--- src/rtl/tc_pl_acp_pack_if.sv ---
// -----------------------------------------------------------------------------
// tc_pl_acp_pack_if
// Bundles the two streaming sides of the ACP frame packer:
//   merge_data / merge_datv / merge_datr : merged-record stream (valid/ready)
//   acp0_tx_en / acp0_tx_rdy             : burst request handshake
//   acp0_tx_awaddr / acp0_tx_awid        : burst start address and ID
//   acp0_tx_wdata / acp0_tx_wdreq        : write beats pulled by the engine
// Modports:
//   master : the packer (sinks records, issues bursts, supplies beats)
//   slave  : its surroundings (record source plus ACP transmit engine)
// -----------------------------------------------------------------------------
interface tc_pl_acp_pack_if #(
   parameter int DATA_W = 56
);
   logic [DATA_W-1:0] merge_data;
   logic              merge_datv;
   logic              merge_datr;
   logic              acp0_tx_en;
   logic              acp0_tx_rdy;
   logic [31:0]       acp0_tx_awaddr;
   logic [2:0]        acp0_tx_awid;
   logic [63:0]       acp0_tx_wdata;
   logic              acp0_tx_wdreq;

   modport master (
      input  merge_data, merge_datv, acp0_tx_rdy, acp0_tx_wdreq,
      output merge_datr, acp0_tx_en, acp0_tx_awaddr, acp0_tx_awid, acp0_tx_wdata
   );

   modport slave (
      output merge_data, merge_datv, acp0_tx_rdy, acp0_tx_wdreq,
      input  merge_datr, acp0_tx_en, acp0_tx_awaddr, acp0_tx_awid, acp0_tx_wdata
   );
endinterface

--- src/rtl/tc_pl_acp_pack.sv ---
// -----------------------------------------------------------------------------
// tc_pl_acp_pack
// Buffers 56-bit merged records in a show-ahead FIFO, tags each with an 8-bit
// sequence number to form a 64-bit beat, and writes them to a PS frame buffer
// as fixed-length ACP bursts. A pulse is raised when a whole frame is written.
// Ports:
//   clk125, rst        : clock, asynchronous active-low reset
//   bus (master)       : record stream in, ACP burst/beat interface out
//   cfg_en             : packing enable (current burst always completes)
//   cfg_base           : frame buffer base byte address, sampled at frame start
//   cfg_bursts         : bursts per frame (0 behaves as 1), sampled at frame start
//   irq_frame          : one-cycle pulse while the last burst of a frame retires
//   frame_cnt          : completed frames, wrapping
//   err_flag           : sticky, beat request seen outside the DATA state
//   busy               : FSM is not IDLE
// -----------------------------------------------------------------------------
module tc_pl_acp_pack #(
   parameter int DATA_W    = 56,
   parameter int BURST_LEN = 16,
   parameter int FIFO_AW   = 5,
   parameter int CNT_W     = 16
) (
   input  logic                 clk125,
   input  logic                 rst,
   tc_pl_acp_pack_if.master     bus,
   input  logic                 cfg_en,
   input  logic [31:0]          cfg_base,
   input  logic [CNT_W-1:0]     cfg_bursts,
   output logic                 irq_frame,
   output logic [CNT_W-1:0]     frame_cnt,
   output logic                 err_flag,
   output logic                 busy
);

   localparam int DEPTH  = 1 << FIFO_AW;
   localparam int WORD_W = 8 + DATA_W;
   localparam int BEAT_W = $clog2(BURST_LEN) + 1;

   localparam logic [FIFO_AW:0]   FULL_CNT   = (FIFO_AW+1)'(DEPTH);
   localparam logic [FIFO_AW:0]   LVL_CNT    = (FIFO_AW+1)'(BURST_LEN);
   localparam logic [FIFO_AW:0]   ZERO_FCNT  = {(FIFO_AW+1){1'b0}};
   localparam logic [FIFO_AW:0]   ONE_FCNT   = {{FIFO_AW{1'b0}}, 1'b1};
   localparam logic [FIFO_AW-1:0] ONE_PTR    = {{(FIFO_AW-1){1'b0}}, 1'b1};
   localparam logic [CNT_W-1:0]   ZERO_CNT   = {CNT_W{1'b0}};
   localparam logic [CNT_W-1:0]   ONE_CNT    = {{(CNT_W-1){1'b0}}, 1'b1};
   localparam logic [BEAT_W-1:0]  ZERO_BEAT  = {BEAT_W{1'b0}};
   localparam logic [BEAT_W-1:0]  ONE_BEAT   = {{(BEAT_W-1){1'b0}}, 1'b1};
   localparam logic [BEAT_W-1:0]  LAST_BEAT  = BEAT_W'(BURST_LEN - 1);
   localparam logic [31:0]        BURST_BYTES = 32'(BURST_LEN * 8);

   typedef enum logic [1:0] {
      ST_IDLE = 2'd0,
      ST_ADDR = 2'd1,
      ST_DATA = 2'd2,
      ST_NEXT = 2'd3
   } state_t;

   // FIFO storage and pointers
   logic [WORD_W-1:0]  mem_r [DEPTH];
   logic [FIFO_AW-1:0] wr_ptr_r;
   logic [FIFO_AW-1:0] rd_ptr_r;
   logic [FIFO_AW:0]   count_r;
   logic [7:0]         seq_r;
   logic               full_s;
   logic               push_s;
   logic               pop_s;

   // Burst/frame control
   state_t             state_r;
   logic [31:0]        base_r;
   logic [31:0]        addr_r;
   logic [CNT_W-1:0]   remaining_r;
   logic [CNT_W-1:0]   bidx_r;
   logic [BEAT_W-1:0]  beat_cnt_r;
   logic [31:0]        awaddr_r;
   logic [2:0]         awid_r;
   logic               irq_r;
   logic [CNT_W-1:0]   frame_cnt_r;
   logic               err_r;
   logic               busy_r;

   // Handshake decode and show-ahead head; ready is held low during reset
   always_comb begin
      full_s             = (count_r == FULL_CNT);
      bus.merge_datr     = rst & ~full_s;
      push_s             = bus.merge_datv & bus.merge_datr;
      pop_s              = bus.acp0_tx_wdreq & (state_r == ST_DATA) & (count_r != ZERO_FCNT);
      bus.acp0_tx_en     = (state_r == ST_ADDR) & bus.acp0_tx_rdy;
      bus.acp0_tx_awaddr = awaddr_r;
      bus.acp0_tx_awid   = awid_r;
      if (count_r != ZERO_FCNT) begin
         bus.acp0_tx_wdata = mem_r[rd_ptr_r];
      end else begin
         bus.acp0_tx_wdata = 64'h0;
      end
      irq_frame = irq_r;
      frame_cnt = frame_cnt_r;
      err_flag  = err_r;
      busy      = busy_r;
   end

   // FIFO storage write: record tagged with its sequence number
   always_ff @(posedge clk125) begin
      if (push_s) begin
         mem_r[wr_ptr_r] <= {seq_r, bus.merge_data};
      end
   end

   // FIFO pointers, occupancy and sequence counter
   always_ff @(posedge clk125 or negedge rst) begin
      if (!rst) begin
         wr_ptr_r <= {FIFO_AW{1'b0}};
         rd_ptr_r <= {FIFO_AW{1'b0}};
         count_r  <= ZERO_FCNT;
         seq_r    <= 8'h00;
      end else begin
         if (push_s) begin
            wr_ptr_r <= wr_ptr_r + ONE_PTR;
            seq_r    <= seq_r + 8'h01;
         end
         if (pop_s) begin
            rd_ptr_r <= rd_ptr_r + ONE_PTR;
         end
         case ({push_s, pop_s})
            2'b10:   count_r <= count_r + ONE_FCNT;
            2'b01:   count_r <= count_r - ONE_FCNT;
            default: count_r <= count_r;
         endcase
      end
   end

   // Burst FSM: waits for a full burst in the FIFO, requests, streams, advances
   always_ff @(posedge clk125 or negedge rst) begin
      if (!rst) begin
         state_r     <= ST_IDLE;
         base_r      <= 32'h0;
         addr_r      <= 32'h0;
         remaining_r <= ZERO_CNT;
         bidx_r      <= ZERO_CNT;
         beat_cnt_r  <= ZERO_BEAT;
         awaddr_r    <= 32'h0;
         awid_r      <= 3'b000;
         irq_r       <= 1'b0;
         frame_cnt_r <= ZERO_CNT;
         err_r       <= 1'b0;
         busy_r      <= 1'b0;
      end else begin
         irq_r <= 1'b0;
         if (bus.acp0_tx_wdreq && (state_r != ST_DATA)) begin
            err_r <= 1'b1;
         end
         case (state_r)
            ST_IDLE: begin
               if (cfg_en && (count_r >= LVL_CNT)) begin
                  state_r <= ST_ADDR;
                  busy_r  <= 1'b1;
                  // remaining==0 marks a frame boundary: take fresh configuration
                  if (remaining_r == ZERO_CNT) begin
                     base_r      <= cfg_base;
                     addr_r      <= cfg_base;
                     remaining_r <= (cfg_bursts == ZERO_CNT) ? ONE_CNT : cfg_bursts;
                     bidx_r      <= ZERO_CNT;
                     awaddr_r    <= cfg_base;
                     awid_r      <= 3'b000;
                  end else begin
                     awaddr_r <= addr_r;
                     awid_r   <= bidx_r[2:0];
                  end
               end
            end
            ST_ADDR: begin
               if (bus.acp0_tx_rdy) begin
                  state_r    <= ST_DATA;
                  beat_cnt_r <= ZERO_BEAT;
               end
            end
            ST_DATA: begin
               if (pop_s) begin
                  if (beat_cnt_r == LAST_BEAT) begin
                     state_r    <= ST_NEXT;
                     beat_cnt_r <= ZERO_BEAT;
                     // pulse lands in the NEXT cycle of the frame's last burst
                     irq_r      <= (remaining_r == ONE_CNT);
                  end else begin
                     beat_cnt_r <= beat_cnt_r + ONE_BEAT;
                  end
               end
            end
            ST_NEXT: begin
               state_r     <= ST_IDLE;
               busy_r      <= 1'b0;
               remaining_r <= remaining_r - ONE_CNT;
               bidx_r      <= bidx_r + ONE_CNT;
               if (remaining_r == ONE_CNT) begin
                  frame_cnt_r <= frame_cnt_r + ONE_CNT;
                  addr_r      <= base_r;
               end else begin
                  addr_r <= addr_r + BURST_BYTES;
               end
            end
            default: begin
               state_r <= ST_IDLE;
               busy_r  <= 1'b0;
            end
         endcase
      end
   end

endmodule
--- src/flat_wrapper.sv ---
// flat-port wrapper written by rule: the top's interface ports become plain ports
module tc_pl_acp_pack_flat 
#(
   parameter int DATA_W    = 56,
   parameter int BURST_LEN = 16,
   parameter int FIFO_AW   = 5,
   parameter int CNT_W     = 16
)
  (clk125, rst, cfg_en, cfg_base, cfg_bursts, irq_frame, frame_cnt, err_flag, busy, bus_merge_data, bus_merge_datv, bus_acp0_tx_rdy, bus_acp0_tx_wdreq, bus_merge_datr, bus_acp0_tx_en, bus_acp0_tx_awaddr, bus_acp0_tx_awid, bus_acp0_tx_wdata);
  tc_pl_acp_pack_if #(.DATA_W(DATA_W)) bus_i ();
  input  logic clk125;
  input  logic rst;
  input  logic cfg_en;
  input  logic [31:0] cfg_base;
  input  logic [CNT_W-1:0] cfg_bursts;
  output logic irq_frame;
  output logic [CNT_W-1:0] frame_cnt;
  output logic err_flag;
  output logic busy;
  input wire logic [$bits(bus_i.merge_data)-1:0] bus_merge_data;
  input wire logic [$bits(bus_i.merge_datv)-1:0] bus_merge_datv;
  input wire logic [$bits(bus_i.acp0_tx_rdy)-1:0] bus_acp0_tx_rdy;
  input wire logic [$bits(bus_i.acp0_tx_wdreq)-1:0] bus_acp0_tx_wdreq;
  output wire logic [$bits(bus_i.merge_datr)-1:0] bus_merge_datr;
  output wire logic [$bits(bus_i.acp0_tx_en)-1:0] bus_acp0_tx_en;
  output wire logic [$bits(bus_i.acp0_tx_awaddr)-1:0] bus_acp0_tx_awaddr;
  output wire logic [$bits(bus_i.acp0_tx_awid)-1:0] bus_acp0_tx_awid;
  output wire logic [$bits(bus_i.acp0_tx_wdata)-1:0] bus_acp0_tx_wdata;
  assign bus_i.merge_data = bus_merge_data;
  assign bus_i.merge_datv = bus_merge_datv;
  assign bus_i.acp0_tx_rdy = bus_acp0_tx_rdy;
  assign bus_i.acp0_tx_wdreq = bus_acp0_tx_wdreq;
  assign bus_merge_datr = bus_i.merge_datr;
  assign bus_acp0_tx_en = bus_i.acp0_tx_en;
  assign bus_acp0_tx_awaddr = bus_i.acp0_tx_awaddr;
  assign bus_acp0_tx_awid = bus_i.acp0_tx_awid;
  assign bus_acp0_tx_wdata = bus_i.acp0_tx_wdata;
  tc_pl_acp_pack #(.DATA_W(DATA_W), .BURST_LEN(BURST_LEN), .FIFO_AW(FIFO_AW), .CNT_W(CNT_W)) u_core (.clk125(clk125), .rst(rst), .bus(bus_i), .cfg_en(cfg_en), .cfg_base(cfg_base), .cfg_bursts(cfg_bursts), .irq_frame(irq_frame), .frame_cnt(frame_cnt), .err_flag(err_flag), .busy(busy));
endmodule
--- config.mk ---
export PLATFORM = sky130hd
export DESIGN_NAME = tc_pl_acp_pack_flat
export DESIGN_NICKNAME = d
export VERILOG_FILES = /design/src/rtl/tc_pl_acp_pack_if.sv /design/src/rtl/tc_pl_acp_pack.sv /design/src/flat_wrapper.sv
export SDC_FILE = /design/constraint.sdc
export NUM_CORES = 2
export LEC_CHECK = 0
export ABC_AREA = 1
export CORE_MARGIN = 2
export CORE_UTILIZATION = 30
export CTS_CLUSTER_SIZE = 25
export DETAILED_ROUTE_END_ITERATION = 6
export GPL_ROUTABILITY_DRIVEN = 0
export SLEW_MARGIN = 30
export SYNTH_ARGS = -nofsm -noshare
export SYNTH_HDL_FRONTEND = slang
export SYNTH_SLANG_ARGS = --single-unit
--- constraint.sdc ---
create_clock -name clk125 -period 7.2 [get_ports clk125]
set_input_delay 2.16 -clock clk125 [delete_from_list [all_inputs] [get_ports clk125]]
set_output_delay 2.16 -clock clk125 [all_outputs]
set_load 0.01 [all_outputs]
==> flow_metrics.env <==
export IMPL_outcome="finished with violations"
export IMPL_violations="DRC"
export IMPL_rows=203
export IMPL_arrival_ps=4510
export IMPL_p_per_area_nw_per_um2=396
export IMPL_synth_top_area_share_pct=66.9
export IMPL_switchingPower_w=0.0158
export IMPL_areaGrowthSynthToFinish_pct=15.9
export IMPL_routedWlPerCell_um=21.0
export IMPL_grt_pass1_vias=60700
export IMPL_antenna_found_initial=24
export IMPL_relSlewSlack_pct=37.7
export IMPL_reg2reg_slack_ps=3320
export IMPL_die_w_um=557
export IMPL_worstMarginPinSlew_ps=935
export IMPL_die_h_um=557
export IMPL_utilization_pct=34.9
export IMPL_postSynthNetCount=8380
export IMPL_placed_area_sq_um=99100
export IMPL_cts_hold_buf=0
export IMPL_vias_per_cell=5.01
export IMPL_topRoutingLayerUsed="met5"
export IMPL_grt_pass1_wl_um=393000
export IMPL_yosysSeqAreaShare_pct=71.5
export IMPL_clock_skew_ps=140
export IMPL_maxCapViolCount=0
export IMPL_async_flop_share_pct=7.58
export IMPL_ys_ff_latch=2216
export IMPL_cts_setup_buffers=0
export IMPL_cts_made_buffers=232
export IMPL_cts_tree="built"
export IMPL_wl_met2_um=124000
export IMPL_cts_root_buf="clkbuf_16"
export IMPL_critPathRequiredTime_ps=5040
export IMPL_rsz0062_at_grt="false"
export IMPL_worst_setup_path_type="reg2out"
export IMPL_synth_area_leader_cell="edfxtp_1"
export IMPL_wl_met3_um=22900
export IMPL_synth_ff_type="edfxtp_1"
export IMPL_drt_iter0_drc=6969
export IMPL_ioPinCount=230
export IMPL_max_freq_mhz=150
export IMPL_vias=63400
export IMPL_overflow=0
export IMPL_wl_um=267000
export IMPL_setup_violations=0
export IMPL_synthCells=8251
export IMPL_layout_nets=8510
export IMPL_p_comb_share_pct=34.9
export IMPL_path_clk_slew_ps=60
export IMPL_syn_area_sq_um=91900
export IMPL_synth_cell_type_count=44
export IMPL_p_leak_nw=39.3
export IMPL_layout_drive_gt1_share_pct=7.29
export IMPL_hold_class="reg2reg"
export IMPL_fin_area_sq_um=107000
export IMPL_grt_max_degree=221
export IMPL_finalCriticalPeriod_ps=6670
export IMPL_slew_violations=0
export IMPL_clkPwrFrac_pct=28.4
export IMPL_clk_path_buf_depth=4
export IMPL_setup_tns_ps=0
export IMPL_portBuffers=229
export IMPL_critPathMaxFanout=79
export IMPL_swShare_pct=37.4
export IMPL_fin_crit_sh_pct=92.6
export IMPL_synthTopCellsByArea="edfxtp_1 (67%), nand2_1 (13%), nand3_1 (9.3%)"
export IMPL_drt_pass1_iter_count=7
export IMPL_worstSkewPairLatency_ps=950
export IMPL_dieArea_sq_um=311000
export IMPL_start_util_pct=30.1
export IMPL_ys_warn_count=0
export IMPL_synth_edf_count=2048
export IMPL_p_seq_share_pct=36.7
export IMPL_syn_avg_cell_area_sq_um=11.1
export IMPL_cts_resized=0
export IMPL_clock_sinks=2216
export IMPL_vdd_ir_drop_max_mv=0.489
export IMPL_hold_violations=0
export IMPL_core_area_sq_um=305000
export IMPL_grt_usage_pct=16.7
export IMPL_startpoint_type="flip-flop"
export IMPL_met1_length_um=114000
export IMPL_cp_end_kind="output pin"
export IMPL_hpwl_um=136000
export IMPL_drc=2
export IMPL_htreeDepth=4
export IMPL_ant_nets=0
export IMPL_intPower_w=0.0264
## cells in the mapped netlist (2+ instances only)
cell type  number
buf_1          67
inv_1         134
nand2_2         7
buf_6           8
o211ai_1       10
nor4_1          2
a21oi_1        55
nor2_1        302
nor3b_1         2
xnor2_1        10
nand3b_1       10
nand3_1      1707
o21ai_0        65
ha_1           19
or2_1           7
buf_4          16
nand2_4         3
clkinv_1        3
inv_2           8
o31ai_1         2
xor2_1         35
o22ai_1         2
nor2_4          4
nand4_1        17
buf_2         293
nor3_1          7
nand2_1      3074
nor3_2          2
clkbuf_1      110
dfrtp_1       168
nor2_2          5
edfxtp_1     2048
o21ai_1        38
## critical path: stages (launching register included)
cell             delay [ps]
dfrtp_4                 780
buf_12                  340
buf_4                   750
nand2_1                 110
nand3_1                 130
nand3_1                  80
nand2_1                 100
nand2_1                  50
nand2_1                  90
o21ai_1                  60
nor2_1                  430
clkdlybuf4s50_1         640
## sequential cells by signal, indices dropped and copies added, names as in the netlist
register / cells
u_core.beat_cnt_r: 5
u_core.irq_frame: 1
u_core.addr_r: 32
u_core.rd_ptr_r: 5
u_core.state_r: 2
u_core.base_r: 32
u_core.count_r: 6
u_core.frame_cnt: 16
u_core.busy: 1
u_core.bus.acp0_tx_awid: 3
u_core.remaining_r: 16
u_core.seq_r: 8
u_core.wr_ptr_r: 5
u_core.mem_r: 2048
u_core.err_flag: 1
u_core.bidx_r: 3
u_core.bus.acp0_tx_awaddr: 32
## area by class of cell
class / count / area, sq um
fillers: 29800 / 199000
flip-flops and latches: 2216 / 65700
multi-input cells: 5395 / 23500
clock buffers: 280 / 6040
well taps: 4100 / 5130
repair buffers: 390 / 4030
clock inverters: 141 / 1460
inverters: 146 / 584
diodes: 5 / 12.5
## logic make-up after synthesis
kind of cell | synth area share, %
AO/OA/AOI/OAI | 1.03
XOR/XNOR | 0.429
adder cells (fa/ha/maj) | 0.259
buffers and inverters | 3.15
flip-flops | 71.5
multiplexers | 0.0109
AND/OR/NAND/NOR | 23.6
## per-stage QoR
step | setup WS [ps] | hold WS [ps] | power, W | instances
after global placement | 1260 | 453 | 0.0303 | 12200
final | 533 | 477 | 0.0421 | 12700
after detailed placement | 1350 | 464 | 0.0304 | 12200
after CTS | 419 | 479 | 0.0424 | 12700
after floorplan | 1190 | 433 | 0.0248 | 8251
after global routing | 266 | 504 | 0.0445 | 12700
## cell usage in the layout, fill, tap and decap left out, drive strengths merged, types with 29 or more instances in the layout
master,instances
a21oi,55
buf,215
bufinv,29
clkbuf,280
clkdlybuf4s50,175
clkinv,100
dfrtp,168
edfxtp,2048
inv,152
nand2,3084
nand3,1708
nor2,312
o21ai,104
xor2,35
## power by group through the flow
stage	combinational, W	clock, W	sequential [W]
after floorplan	0.00935	0	0.0155
after global placement	0.0146	0	0.0157
after detailed placement	0.0147	0	0.0157
after CTS	0.0148	0.0121	0.0155
after global routing	0.0163	0.0126	0.0155
final	0.0147	0.0120	0.0155
## path summary, 6_finish.rpt
| kind | from | end | cells past startpoint |
|---|---|---|---|
| worst max-delay path | u_core.rd_ptr_r[0] | bus_acp0_tx_wdata[15] | 11 |
| worst min-delay path | u_core.base_r[0] | u_core.base_r[0] | 2 |
| worst max register to register | u_core.count_r[0] | u_core.mem_r[14][37] | 9 |
| worst min register to register | u_core.base_r[0] | u_core.base_r[0] | 2 |
| max in group asynchronous | rst | u_core.bus.acp0_tx_awaddr[26] | 4 |
| min in group asynchronous | rst | u_core.base_r[25] | 2 |
## metal layers
| layer | up-vias | global-route usage [%] |
|---|---|---|
| met5 | - | 0 |
| met4 | 12 | 4.32 |
| met3 | 437 | 2.78 |
| met2 | 2887 | 27.1 |
| met1 | 31300 | 23.0 |
| li1 | 28800 | - |
(Power assumes the default switching activity.)
